$ cat src/rtl/ex_mem_stage.sv
// ex_mem_stage: elastic EX->MEM pipeline register with valid/ready handshake,
// synchronous flush and gated write enables.
// Optional build macro: EXM_SKID_EN adds a skid register so that ready_E is
// registered and carries no combinational path from ready_M.
module ex_mem_stage #(
  parameter int XLEN   = 32,
  parameter int REG_AW = 5
) (
  input  logic              clk,
  input  logic              rst,
  input  logic              flush,
  input  logic              valid_E,
  output logic              ready_E,
  input  logic              RegW_enable_E,
  input  logic              Mem_Write_E,
  input  logic              Result_src_E,
  input  logic [XLEN-1:0]   ALU_result_E,
  input  logic [XLEN-1:0]   Write_Data_E,
  input  logic [REG_AW-1:0] RDadd_E,
  output logic              valid_M,
  input  logic              ready_M,
  output logic              RegW_enable_M,
  output logic              Mem_Write_M,
  output logic              Result_src_M,
  output logic [XLEN-1:0]   ALU_result_M,
  output logic [XLEN-1:0]   Write_Data_M,
  output logic [REG_AW-1:0] RDadd_M
);

  typedef struct packed {
    logic              regw;
    logic              memw;
    logic              res_src;
    logic [XLEN-1:0]   alu;
    logic [XLEN-1:0]   wdata;
    logic [REG_AW-1:0] rd;
  } bundle_t;

  bundle_t w_in;
  logic    w_ready;
  logic    w_in_xfer;
  logic    w_out_xfer;

  bundle_t r_main;
  logic    r_main_valid;

  assign w_in = '{regw:    RegW_enable_E,
                  memw:    Mem_Write_E,
                  res_src: Result_src_E,
                  alu:     ALU_result_E,
                  wdata:   Write_Data_E,
                  rd:      RDadd_E};

  assign w_in_xfer  = valid_E && w_ready;
  assign w_out_xfer = r_main_valid && ready_M;

`ifdef EXM_SKID_EN
  bundle_t r_skid;
  logic    r_skid_valid;

  // Ready depends only on skid occupancy, so it is a pure register output.
  assign w_ready = !r_skid_valid;

  // Main/skid occupancy and payload update; skid refills main on a drain.
  always_ff @(posedge clk or posedge rst) begin
    if (rst) begin
      r_main       <= '0;
      r_main_valid <= 1'b0;
      r_skid       <= '0;
      r_skid_valid <= 1'b0;
    end else if (flush) begin
      // Kill held entries and the incoming bundle; payloads keep their value.
      r_main_valid <= 1'b0;
      r_skid_valid <= 1'b0;
    end else if (w_out_xfer) begin
      if (r_skid_valid) begin
        r_main       <= r_skid;
        r_skid_valid <= 1'b0;
      end else if (w_in_xfer) begin
        r_main <= w_in;
      end else begin
        r_main_valid <= 1'b0;
      end
    end else if (!r_main_valid) begin
      if (w_in_xfer) begin
        r_main       <= w_in;
        r_main_valid <= 1'b1;
      end
    end else if (w_in_xfer) begin
      // Main is full and stalled: park the new bundle in the skid slot.
      r_skid       <= w_in;
      r_skid_valid <= 1'b1;
    end
  end
`else
  // Single entry: accept when empty or when the held bundle leaves this cycle.
  assign w_ready = !r_main_valid || ready_M;

  // Main register occupancy and payload update.
  always_ff @(posedge clk or posedge rst) begin
    if (rst) begin
      r_main       <= '0;
      r_main_valid <= 1'b0;
    end else if (flush) begin
      r_main_valid <= 1'b0;
    end else if (w_in_xfer) begin
      r_main       <= w_in;
      r_main_valid <= 1'b1;
    end else if (w_out_xfer) begin
      r_main_valid <= 1'b0;
    end
  end
`endif

  assign ready_E       = w_ready;
  assign valid_M       = r_main_valid;
  // A bubble must never write the register file or memory.
  assign RegW_enable_M = r_main.regw & r_main_valid;
  assign Mem_Write_M   = r_main.memw & r_main_valid;
  assign Result_src_M  = r_main.res_src;
  assign ALU_result_M  = r_main.alu;
  assign Write_Data_M  = r_main.wdata;
  assign RDadd_M       = r_main.rd;

endmodule

$ cat config.mk
export PLATFORM = sky130hd
export DESIGN_NAME = ex_mem_stage
export DESIGN_NICKNAME = d
export VERILOG_FILES = /design/src/rtl/ex_mem_stage.sv
export SDC_FILE = /design/constraint.sdc
export NUM_CORES = 1
export LEC_CHECK = 0
export ABC_CLOCK_PERIOD_IN_PS = 3420
export CORE_MARGIN = 2
export CORE_UTILIZATION = 43
export CTS_CLUSTER_DIAMETER = 150
export DETAILED_ROUTE_END_ITERATION = 8
export PLACE_DENSITY = 0.81
export SETUP_SLACK_MARGIN = 0.02
export SYNTH_ARGS = -nofsm -noshare
export SYNTH_HDL_FRONTEND = slang
export SYNTH_SLANG_ARGS = --single-unit
$ cat constraint.sdc
create_clock -name clk -period 3.42 [get_ports clk]
set_input_delay 1.026 -clock clk [delete_from_list [all_inputs] [get_ports clk]]
set_output_delay 1.026 -clock clk [all_outputs]
set_load 0.005 [all_outputs]
## Yosys cells after proc, flatten, opt, wreduce, memory -nomap -nowiden

Cells that the tools add are included.

- Reductions and logical operators: 6
- Bitwise operators: 3
- Mux-type cells: 3

Operators by type and width:

| operator | count |
|---|---|
| 2-to-1 mux 1 bit | 3 |
| nonzero test 3 bit | 1 |
| AND 1 bit | 2 |
| logical AND 1 bit | 2 |
| AND reduction 2 bit | 1 |
| zero test 1 bit | 1 |
| logical OR 1 bit | 1 |
| NOT 1 bit | 1 |

- Flip-flop bits (word level): 73
- Bits of input ports: 77
- Word-level logic and storage cells: 19
- Output and inout bits: 74

## Depth between registers and ports, before layout

- Word-level depth: 5
- Mapped depth: 5

## Worst setup path before layout

Ideal clock, no wire load.

- Kind: input -> output
- From: in ready_M
- To: out ready_E
- Cell stages on the path: 2
- Path slack: 1.207 ns
- Arrival: 1.187 ns
- Required time: 2.394 ns
- Path through: nor2b_4 > inv_1

- Longest elaborated chain between the ends: 1

Ends and longest elaborated chain:

| what | RTL line | RTL |
|---|---|---|
| start, declared | 21 | `input logic ready_M,` |
| logical OR 1 bit | 97 | `assign w_ready = !r_main_valid \|\| ready_M;` |
| end, declared | 13 | `output logic ready_E,` |

Every way passes these cells.

## Final worst setup path

Same ends and word-level chain as after synthesis.

==> metrics.txt <==
reg2reg end Write_Data_M[12]$_DFFE_PP0P_; Mean Syn Cell Area 15.8 um2; Hold WC Path Type flop to flop; RSZ-0062 raised after global routing no; Fin. Hold Viols 0; Max Cap Viol 0; CP delay by family, top buffers and inverters; CP bufs+invs 3; Post-Synth XOR/XNOR Area 0%; Longest Clk Path Bufs 2; critical path type input pin to output port; critical path cell sequence clkdlybuf4s50_1, nor2b_4, inv_1, clkdlybuf4s50_1; Worst path max stage delay 0.51 ns; cts hold-fix bufs 0; Core Area 8180 um2; # IOs 151; hold path endpoint Write_Data_M[16]$_DFFE_PP0P_; final setup vio count 0; Peak Freq 0.317 GHz; WHS Path Cells 1; Cells after Synth 230; crit end category output port; worst reg2reg path depth 4; layout cells sized above 1 29.8%; Starting Density 44.4%; worst reg2reg startpoint valid_M$_DFFE_PP0P_; CP Max Fanout 3; synthesized-area fraction occupied by adder cells 0%; max_slew headroom 71.8%; die area 9180 um2; fill count 644; fin crit share 92.4%; DR vias/cell 4.42; Pwr per Cell Area 502 nW/um2; hold_sp Write_Data_M[16]$_DFFE_PP0P_; Tmin final 3.16 ns; first-pass GRT wire length 10,200 um; gr usage total 14.7%; Synth area leaders dfrtp_1, mux2_4, buf_4, buf_12, mux2_2; Yosys cell types 11; most frequent cells in the layout clkdlybuf4s50_1, dfrtp_1, mux2_4, clkbuf_8, clkinv_2; largest net degree at the start of global routing 46; Detail Placement HPWL 4710 um; mux contribution to synthesized area 29.6%; initial antenna violation count 0; Clock Skew 0.0110 ns; CP Launch Type input pin; post-synthesis sequential area ratio 50.4%; RD Place Congestion 0.650; PortBufs 150; clock sink total 73; DR iter-0 viols 46; Post-Synth Simple-Gate Area 1.35%; Yosys warnings 0; number of cells on the critical path 4; Post-Syn Area 3630 um2; ANT cells 0; gr ovfl total 0; Rows 33; routed length per instance 15.3 um; Synth area leader dfrtp_1; VDD IR-drop max 277 uV; Total Routed Length 6550 um; Die W 95.8 um; post-route cell area 4840 um2; cts bufs inserted 9; CP required 2.39 ns; CTS clk-pin slew, worst paths 0.07 ns; most common cell after layout, fill and taps aside clkdlybuf4s50_1; final setup TNS 0 ns; Worst Tran Pin Value 0.423 ns; largest family of logic cells by synthesized area multiplexers; reg-to-reg slack, setup 1.69 ns; final net count 395; clock latency on the worst-skew pair 0.34 ns; Yosys top cell area share 50.4%; CTS resizes 0; vias in the first global route 2,027; postcts setup bufs 0; drt first pass iters 4; Post-Place Cell Area 4650 um2; Synth Register Bits 73; Pins Over Slew Limit 0; cell mode on critical path clkdlybuf4s50_1; slowest CP cell clkdlybuf4s50_1; CTS HTree Levels 3; root cell of the clock tree clkbuf_8; CTS tree yes; P_leak 2.11 nW; Area Overhead vs Synth 33.4%; Mapped Nets 307; die height 95.8 um; Compound-Gate Fraction of Synth Area 0%; status completed; number of nets with antenna violations after routing 0; DRC violations left 0; WP data arrival 2.13 ns; Vias 1,889
report_power, final:
part           switching [mW]  internal (mW)
sequential             0.0832           1.01
combinational           0.173          0.521
clock                   0.310          0.329
total                   0.566           1.86
state kept, by name, summed over array words and instances, names as in the netlist:
name,count
ALU_result_M,32
r_main,2
Result_src_M,1
RDadd_M,5
valid_M,1
Write_Data_M,32
cells in the mapped netlist, drive strengths merged:
library cell and count:
and2 2, buf 77, dfrtp 73, inv 2, mux2 72, nor2 2
nor2b 1, nor3b 1
worst max-delay path by stage:
| stage | from | end | slack [ns] |
|---|---|---|---|
| floorplan | rst | ALU_result_M[0]$_DFFE_PP0P_ | 0.54 |
| global placement | ready_M | ready_E | 0.27 |
| detailed placement | ready_M | ready_E | 0.26 |
| CTS | ready_M | ready_E | 0.25 |
| global route | ready_M | ready_E | 0.21 |
| finish | ready_M | ready_E | 0.26 |
layout make-up:
class,count,area (um2),area share (%)
inverter,2,8.76,0.181
multi-input combinational,78,1130,23.3
timing repair buffer,154,1560,32.2
sequential,73,1830,37.8
clock buffer,9,124,2.56
tap,105,131,2.72
clock inverter,6,60.1,1.24
through the flow:
stage / cells / hold WS (ns) / util, % / setup slack [ns] / power (mW)
floorplan: 230 / 0.473 / - / 0.541 / 1.58
global placement: 412 / 0.489 / 56.9 / 0.270 / 1.79
detailed placement: 412 / 0.484 / 56.9 / 0.264 / 1.81
CTS: 427 / 0.515 / 59.2 / 0.255 / 2.46
global route: 427 / 0.522 / 59.2 / 0.205 / 2.56
finish: 427 / 0.510 / 59.2 / 0.261 / 2.43
kinds of logic (layout without fill, tap and decap cells):
family / after synthesis / count (layout)
mux: 72 / 72
flops: 73 / 73
simple gates: 6 / 6
buf+inv: 79 / 171
per-layer routing:
| layer | global-route usage, % | part of all wire (%) | vias up |
|---|---|---|---|
| li1 | - | - | 870 |
| met1 | 18.7 | 42 | 922 |
| met2 | 23.7 | 49 | 91 |
| met3 | 5.40 | 8.9 | 6 |
| met4 | 3.93 | 0.73 | 0 |
| met5 | 0 | 0 | - |
(Power assumes the default switching activity.)
